<file path="config.mk">
export PLATFORM = sky130hd
export DESIGN_NAME = dllp_ack_nak_decoder
export DESIGN_NICKNAME = d
export VERILOG_FILES = /design/src/rtl/dllp_ack_nak_decoder.sv
export SDC_FILE = /design/constraint.sdc
export NUM_CORES = 1
export LEC_CHECK = 0
export ABC_AREA = 1
export BUFFER_PORTS_ARGS = -buffer_cell sky130_fd_sc_hd__clkbuf_2
export CORE_AREA = 2 2 112 114
export DETAILED_ROUTE_END_ITERATION = 12
export DIE_AREA = 0 0 114 116
export PLACE_DENSITY = 0.63
export SLEW_MARGIN = 20
export SYNTH_ARGS = -nofsm -noshare
export SYNTH_HDL_FRONTEND = slang
export SYNTH_SLANG_ARGS = --single-unit
</file>
<file path="constraint.sdc">
create_clock -name clk -period 4.7 [get_ports clk]
set_input_delay 0.235 -clock clk [delete_from_list [all_inputs] [get_ports clk]]
set_output_delay 0.235 -clock clk [all_outputs]
set_load 0.01 [all_outputs]
</file>
<file path="src/rtl/dllp_ack_nak_decoder.sv">
// dllp_ack_nak_decoder
// Receive-side DLLP decoder feeding the replay buffer's ack_nack/seq inputs.
// It rebuilds 6-byte DLLPs from a 16-bit word stream, optionally checks the
// CRC-16, drops stale or duplicate ACKs, and emits one-cycle ack_nack pulses.
//
// Build option: define DLLP_CRC_CHECK_EN to compute and check the CRC-16
// (poly 16'h100B, seed 16'hFFFF, 4 content bytes MSB-first, w2 == ~crc).
// Without it, w2 is consumed but ignored and crc_err is tied low.
//
// Stream handshake: there is no backpressure. A word is transferred on every
// rising edge where dllp_valid is high; dllp_sop marks the first word of a
// DLLP and is ignored while dllp_valid is low. A new sop always restarts
// reassembly, silently discarding any partial DLLP.
//
// fsm_state exposes the reassembly state (IDLE=0, W1=1, W2=2, CHK=3).

module dllp_ack_nak_decoder #(
    parameter logic [7:0]  ACK_TYPE = 8'h00,
    parameter logic [7:0]  NAK_TYPE = 8'h10,
    parameter int unsigned CNT_W    = 8
) (
    input  logic             clk,
    input  logic             reset_n,
    input  logic             dllp_valid,
    input  logic             dllp_sop,
    input  logic [15:0]      dllp_data,
    output logic [1:0]       ack_nack,
    output logic [11:0]      seq,
    output logic             crc_err,
    output logic [CNT_W-1:0] ack_cnt,
    output logic [CNT_W-1:0] nak_cnt,
    output logic [CNT_W-1:0] drop_cnt,
    output logic [1:0]       fsm_state
);

    typedef enum logic [1:0] {
        ST_IDLE = 2'd0,
        ST_W1   = 2'd1,
        ST_W2   = 2'd2,
        ST_CHK  = 2'd3
    } state_t;

    state_t      state;
    logic [7:0]  type_q;
    logic [11:0] seq_q;
    logic [11:0] last_seq;
    logic        crc_ok;
    logic [11:0] seq_delta;
    logic        ack_fresh;

    function automatic logic [CNT_W-1:0] sat_inc(input logic [CNT_W-1:0] v);
        return (&v) ? v : v + {{(CNT_W-1){1'b0}}, 1'b1};
    endfunction

`ifdef DLLP_CRC_CHECK_EN
    logic [7:0]  rsvd0_q;
    logic [3:0]  rsvd1_q;
    logic [15:0] crc_rx_q;
    logic        crc_err_q;

    // Bit-serial CRC-16 over the 32 content bits, MSB first.
    function automatic logic [15:0] crc16_msb(input logic [31:0] msg);
        logic [15:0] c;
        c = 16'hFFFF;
        for (int i = 31; i >= 0; i--) begin
            if (c[15] ^ msg[i]) c = {c[14:0], 1'b0} ^ 16'h100B;
            else                c = {c[14:0], 1'b0};
        end
        return c;
    endfunction

    assign crc_ok  = (crc_rx_q == ~crc16_msb({type_q, rsvd0_q, rsvd1_q, seq_q}));
    assign crc_err = crc_err_q;
`else
    assign crc_ok  = 1'b1;
    assign crc_err = 1'b0;
`endif

    // Forward distance from the last accepted sequence number, modulo 4096;
    // an ACK is fresh when that distance lies in 1..2047.
    assign seq_delta = seq_q - last_seq;
    assign ack_fresh = (seq_delta != 12'd0) && !seq_delta[11];
    assign fsm_state = state;

    // Reassembly FSM plus the CHK-cycle decision with registered outputs.
    always_ff @(posedge clk or negedge reset_n) begin
        if (!reset_n) begin
            state    <= ST_IDLE;
            type_q   <= '0;
            seq_q    <= '0;
            last_seq <= 12'hFFF;
            ack_nack <= 2'b00;
            seq      <= '0;
            ack_cnt  <= '0;
            nak_cnt  <= '0;
            drop_cnt <= '0;
`ifdef DLLP_CRC_CHECK_EN
            rsvd0_q   <= '0;
            rsvd1_q   <= '0;
            crc_rx_q  <= '0;
            crc_err_q <= 1'b0;
`endif
        end else begin
            ack_nack <= 2'b00;
`ifdef DLLP_CRC_CHECK_EN
            crc_err_q <= 1'b0;
`endif
            // The captured DLLP is judged in CHK even if a new sop arrives now.
            if (state == ST_CHK) begin
                if (!crc_ok) begin
`ifdef DLLP_CRC_CHECK_EN
                    crc_err_q <= 1'b1;
`endif
                    drop_cnt <= sat_inc(drop_cnt);
                end else if (type_q == NAK_TYPE) begin
                    ack_nack <= 2'b10;
                    seq      <= seq_q;
                    last_seq <= seq_q;
                    nak_cnt  <= sat_inc(nak_cnt);
                end else if ((type_q == ACK_TYPE) && ack_fresh) begin
                    ack_nack <= 2'b01;
                    seq      <= seq_q;
                    last_seq <= seq_q;
                    ack_cnt  <= sat_inc(ack_cnt);
                end else begin
                    drop_cnt <= sat_inc(drop_cnt);
                end
            end

            if (dllp_valid && dllp_sop) begin
                type_q <= dllp_data[15:8];
`ifdef DLLP_CRC_CHECK_EN
                rsvd0_q <= dllp_data[7:0];
`endif
                state <= ST_W1;
            end else begin
                case (state)
                    ST_W1: begin
                        if (dllp_valid) begin
                            seq_q <= dllp_data[11:0];
`ifdef DLLP_CRC_CHECK_EN
                            rsvd1_q <= dllp_data[15:12];
`endif
                            state <= ST_W2;
                        end
                    end
                    ST_W2: begin
                        if (dllp_valid) begin
`ifdef DLLP_CRC_CHECK_EN
                            crc_rx_q <= dllp_data;
`endif
                            state <= ST_CHK;
                        end
                    end
                    ST_CHK:  state <= ST_IDLE;
                    default: state <= ST_IDLE;
                endcase
            end
        end
    end

endmodule

</file>
==> flow_summary.ini, run 1 <==
[clock_tree]
postCtsSetupRepairBufs = 0
htreeDepth = 3
clk-insertion-delay-late_ns = 0.34
cts_tree = built
cts_buffers = 9
cts.clk_slew.worst_paths_ns = 0.06
clockBufferDepth = 2
clock_sinks = 72
ctsHoldBuffers = 1
cts_resized = 0
cts_root_buf = clkbuf_16

[synthesis]
yosysWarnings = 0
synth-main-ff-cell = dfrtp_1
yosysTopAreaCell = dfrtp_1
syn_area_per_cell_um2 = 7.85
ys_ff_latch = 72
syn_nets = 546
synth_top_area_share_pct = 37.6
yosys-top-cells-area = dfrtp_1, nand2_1, dfstp_2
syn_inst = 508
synth_cell_type_count = 29
syn-cell-area_um2 = 3990
async_flop_share_pct = 100
ys_seq_area_share_pct = 45.5
synth_edf_count = 0

[die]
start_util_pct = 33.5
num_rows = 40
fp.coreArea_um2 = 11900
dieArea_um2 = 13200
ios = 61
die_y_um = 116
dieWidth_um = 114

[route]
via_per_inst = 4.68
wl_um = 8820
route.detailed.wl_per_inst_um = 12.2
drt_iter0_drc = 148
ant_nets = 0
firstDrtPassIters = 4
drc = 0
via_count = 3385

[worst_setup_path]
start_kind = flop
endpoint_kind = flop
ff2ff_path_depth = 16
critPathCapture = last_seq[5]$_DFFE_PN1P_
r2r_start = seq_q[0]$_DFFE_PN0P_
r2r-end = last_seq[5]$_DFFE_PN1P_
critPathArrivalTime_ns = 2.98
worstPathMaxFanout = 24
required_ns = 4.97
worst-setup-path-type = flop to flop
startpoint = seq_q[0]$_DFFE_PN0P_
rrSetupSlack_ns = 1.99

[place]
dp_hpwl_um = 6680
globalplace.congestion = 0.894
port_buffers = 59
placed_cell_area_um2 = 4420
place_ws_ns = 2.00

[grt]
antenna_found_initial = 0
overflow = 0
grt_pass1_wl_um = 15300
grt_max_degree = 46
grt_usage_pct = 14.3
grt_pass1_vias = 3407

[power]
p_leak_nw = 2.59
vdd_drop_max_v = 0.000191
power.density_nw_per_um2 = 575
p_total_w = 0.00272

[final_layout]
fin_nets = 610
final_util_pct = 39.8
mostFrequentLayoutCells = nand2_1, inv_1, dfrtp_1, clkbuf_2, nand3_1
num_antenna_cells = 0
area_growth_pct = 18.8
drive_gt1_share_pct = 18.9
fillCellCount = 1235
final_area_um2 = 4740
final_common_cell = nand2_1

[sta]
layout_setup_ws_ns = 1.99
drv_slew = 0
setup_viol = 0
setup-tns-final_ns = 0
finalCritPeriodShare_pct = 57.7
rsz0062_at_grt = false
relSlewSlack_pct = 33.2
fmax_mhz = 369
fin_worst_skew_ns = 0.00637
hold_violations = 0
worstMarginPinSlew_ns = 0.998
min_period_ns = 2.71

[job]
max-cap-violations = 0

[hold_path]
min_path_type = input port to flop

[outcome]
outcome = finished, final reports clean
## stage by stage
step	hold WS (ns)	std cells
floorplan	-0.0606	508
global placement	0.276	707
detailed placement	0.283	707
CTS	0.120	724
global route	0.126	724
finish	0.128	724
## where the power goes
group	switching [W]	leakage [nW]	internal (W)
Sequential	0.000123	0.911	0.000776
Combinational	0.000711	1.53	0.000416
Clock	0.000271	0.145	0.000427
## kinds of logic (layout without fill, tap and decap cells)
family / Yosys count / count (layout) / synth area share, %
AOI/OAI and AO/OA: 25 / 25 / 3.42
and+or+nand+nor: 291 / 291 / 31.5
buffers and inverters: 78 / 147 / 7.90
DFF: 72 / 72 / 45.5
other: 1 / 1 / 0.0940
xor gates and xnor gates: 13 / 13 / 2.85
muxes: 10 / 10 / 2.82
adders and majority gates: 18 / 18 / 5.83
## sequential cells by signal, indices dropped and copies added (netlist names)
register   count
ack_nack       2
ack_cnt        8
fsm_state      2
seq_q         12
last_seq      12
nak_cnt        8
seq           12
drop_cnt       8
type_q         8
## cell type report
cell class,instances,area [um^2],share of cell area [%]
clock buffers,10,239,5.04
clock inverters,6,67.6,1.43
inverters,70,263,5.54
multi-input cells,358,1860,39.2
flip-flops and latches,72,1820,38.3
well taps,147,184,3.88
repair buffers,61,313,6.60
## worst max-delay path, cell delays in order (launching register included)
cell     delay (ns)
dfrtp_1        0.35
inv_1          0.06
ha_1           0.22
fa_1           0.39
inv_1          0.11
nand2_1        0.08
a21oi_1        0.16
nand2_1        0.08
nor2_1         0.13
nand3_1        0.11
nor2_2         0.12
nand3_2        0.13
nand2_4        0.16
nand2_4        0.14
nand2_4        0.25
nand2_1        0.10
nand2_1        0.07
## how the worst min path moves through the flow
stage	start	endpoint	depth (start not counted)
CTS	dllp_data[14]	type_q[6]$_DFFE_PN0P_	2
global placement	reset_n	seq_q[2]$_DFFE_PN0P_	1
global route	dllp_data[13]	type_q[5]$_DFFE_PN0P_	2
floorplan	reset_n	ack_cnt[0]$_DFFE_PN0P_	0
finish	dllp_data[14]	type_q[6]$_DFFE_PN0P_	2
detailed placement	reset_n	seq_q[2]$_DFFE_PN0P_	1
## Yosys cell counts (2+ instances only)
cell / instances
nand2_1: 174
mux2_2: 10
o21ai_0: 13
nand3_2: 3
buf_6: 2
ha_1: 17
dfstp_2: 12
nand3_1: 44
clkbuf_1: 4
xor2_1: 9
nand4_1: 15
nor3_1: 7
nor2_1: 39
dfrtp_1: 60
nand3b_1: 2
a21oi_1: 8
a21oi_2: 2
xnor2_1: 4
buf_4: 2
inv_1: 70
nand2_4: 3
## per-layer routing
layer  wire, um  track usage [%]  vias to the layer above
met4        217             7.07                        0
met1       4190             18.3                     1562
li1           -                -                     1734
met5          0                0                        -
met2       3990             22.8                       73
met3        426             3.56                       16
(Power assumes the default switching activity.)
==> inputs of run 2 (changes only) <==
--- a/config.mk
+++ b/config.mk
@@ -5,12 +5,12 @@
 export SDC_FILE = /design/constraint.sdc
 export NUM_CORES = 1
 export LEC_CHECK = 0
-export ABC_AREA = 1
+export ABC_AREA = 0
 export BUFFER_PORTS_ARGS = -buffer_cell sky130_fd_sc_hd__clkbuf_2
-export CORE_AREA = 2 2 112 114
+export CORE_AREA = 2 2 111 113
 export DETAILED_ROUTE_END_ITERATION = 12
-export DIE_AREA = 0 0 114 116
-export PLACE_DENSITY = 0.63
+export DIE_AREA = 0 0 113 115
+export PLACE_DENSITY = 0.64
 export SLEW_MARGIN = 20
 export SYNTH_ARGS = -nofsm -noshare
 export SYNTH_HDL_FRONTEND = slang
==> constraint.sdc (replaced) <==
create_clock -name clk -period 2.6 [get_ports clk]
set_input_delay 0.13 -clock clk [delete_from_list [all_inputs] [get_ports clk]]
set_output_delay 0.13 -clock clk [all_outputs]
set_load 0.01 [all_outputs]
==> run 2 against run 1 <==
Effect of this change:
- clock power increased by 63%
- hold slack worse by 0.10 ns
- clock skew hardly changed
- non-clock buffer count is 57 higher
- area after synthesis is 1.7% lower
- via count fell by 12%
- clock-buffer cell count is 3 higher
- core utilization up 4.9 points
- critical path type unchanged
- the run now ends with design-rule violations, negative setup slack left
==> flow_summary.ini, run 2 <==
[worst_setup_path]
start_kind = flop
critPathArrivalTime_ns = 3.35
required_ns = 2.81
endpoint_kind = flop
worst-setup-path-type = flop to flop
worstPathMaxFanout = 9

[clock_tree]
cts_tree = built
cts.clk_slew.worst_paths_ns = 0.05
cts_buffers = 9
cts_root_buf = clkbuf_16
htreeDepth = 3
clk-insertion-delay-late_ns = 0.33
clock_sinks = 72
clockBufferDepth = 2

[outcome]
failed_checks = design-rule violations, negative setup slack
outcome = finished with violations

[final_layout]
area_growth_pct = 34.8
fin_nets = 487
final_area_um2 = 5280
drive_gt1_share_pct = 49.1
final_common_cell = dfrtp_1
num_antenna_cells = 0
largestRegisters = last_seq: 12 flops, seq: 12 flops, seq_q: 12 flops
mostFrequentLayoutCells = dfrtp_1, clkbuf_2, buf_4, mux2_4, mux2_2

[route]
via_per_inst = 4.94
drt_iter0_drc = 93
wl_um = 9410
route.detailed.wl_per_inst_um = 15.7
drc = 2
wl_met3_um = 349
wl_met1_um = 4260
ant_nets = 0
dr_wl_met2_um = 4530
via_count = 2971
top_layer = met4
firstDrtPassIters = 8

[synthesis]
ys_seq_area_share_pct = 46.3
syn_inst = 329
syn-cell-area_um2 = 3920
yosysTopAreaCell = dfrtp_1
yosysWarnings = 0
synth_commonest_cells = dfrtp_1, mux2_2, inv_1, mux2_4, ha_1
synth-main-ff-cell = dfrtp_1
yosysMostFrequentCell = dfrtp_1
syn_nets = 367
ys_ff_latch = 72
syn_area_per_cell_um2 = 11.9
synth_top_area_share_pct = 38.3
async_flop_share_pct = 100
synth_edf_count = 0
yosys-top-cells-area = dfrtp_1, dfstp_2, mux2_2
synth_cell_type_count = 60

[grt]
grt_usage_pct = 15.0
antenna_found_initial = 0
grt_pass1_vias = 3049
grt_pass1_wl_um = 15200
grt_max_degree = 73
overflow = 0

[sta]
layout_setup_ws_ns = -0.534
drv_slew = 0
relSlewSlack_pct = 43.3
fin_worst_skew_ns = 0.00604
finalCritPeriodShare_pct = 121
rsz0062_at_grt = true
setup-tns-final_ns = -17.80
hold_violations = 0
min_period_ns = 3.13
fmax_mhz = 319
worstMarginPinSlew_ns = 0.848
whs_ns = 0.0266
setup_viol = 40

[power]
p_total_w = 0.00542
vdd_drop_max_v = 0.000352
power.density_nw_per_um2 = 1030
p_leak_nw = 2.46

[place]
placed_cell_area_um2 = 4740
place_ws_ns = -0.594
globalplace.congestion = 0.919
dp_hpwl_um = 6580
port_buffers = 59

[job]
max-cap-violations = 0

[die]
dieArea_um2 = 13000
num_rows = 40
dieWidth_um = 113
die_y_um = 115
start_util_pct = 33.2
fp.coreArea_um2 = 11800
ios = 61

[hold_path]
min_path_type = input port to flop
## run 2: cells by family (layout without fill, tap and decap cells)
group,after synthesis,in the layout,share of synthesized area [%]
adders and majority gates,18,18,5.94
other,1,1,0.0957
muxes,46,46,14.9
buffers and inverters,30,155,4.50
DFF,72,72,46.3
AOI/OAI and AO/OA,51,51,10.7
xor gates and xnor gates,22,22,4.92
and+or+nand+nor,89,89,12.6
## run 2: layout make-up
class | count | area, um^2
fill | 1109 | 6530
multi-input combinational | 227 | 2110
sequential | 72 | 1820
timing repair buffer | 118 | 818
clock buffer | 13 | 260
tap | 147 | 184
inverter | 21 | 78.8
clock inverter | 3 | 17.5
## run 2: final timing paths
kind / startpoint / end / slack [ns] / cells past startpoint
min: dllp_data[14] / type_q[6]$_DFFE_PN0P_ / 0.03 / 2
max: last_seq[6]$_DFFE_PN1P_ / seq[5]$_DFFE_PN0P_ / -0.53 / 11
min reg2reg: drop_cnt[6]$_DFFE_PN0P_ / drop_cnt[6]$_DFFE_PN0P_ / 0.49 / 1
max reg2reg: last_seq[6]$_DFFE_PN1P_ / seq[5]$_DFFE_PN0P_ / -0.53 / 11
max in group asynchronous: reset_n / last_seq[3]$_DFFE_PN1P_ / 1.90 / 3
min in group asynchronous: reset_n / nak_cnt[5]$_DFFE_PN0P_ / 0.35 / 3
## run 2: routing by layer
| metal | up-vias | global-route usage [%] |
|---|---|---|
| met5 | - | 0 |
| met4 | 0 | 7.80 |
| met3 | 19 | 3.16 |
| met2 | 62 | 24.0 |
| met1 | 1459 | 19.3 |
| li1 | 1431 | - |
## run 2: critical path, stage by stage, from the launching register on
cell       delay [ns]
dfstp_2          0.53
inv_1            0.04
ha_1             0.30
buf_4            0.18
a211o_1          0.29
a211oi_2         0.23
o311ai_1         0.13
a311o_1          0.38
a2111oi_4        0.22
or2_4            0.24
clkbuf_16        0.18
mux2_4           0.29
## run 2: report_power, final
part	internal, W	switching, W	total, W	leakage [nW]
combinational	0.00136	0.00137	0.00274	1.42
sequential	0.00136	0.000191	0.00155	0.906
clock	0.000694	0.000442	0.00114	0.136
## run 2: repair_timing
action | CTS | global route
gates resized for setup | 19 | 22
endpoints found under the setup margin | 40 | 44
gates cloned | 1 | 1
hold buffers | 1 | 0
endpoints found under the hold margin | 60 | 0
pin swaps | 3 | 9
setup buffers | 5 | 0
## run 2: metrics by stage
stage	utilization, %	cells
2_1_floorplan	-	329
3_3_place_gp	40.1	578
3_5_place_dp	40.1	578
4_1_cts	43.8	601
5_1_grt	44.7	601
6_report	44.7	601
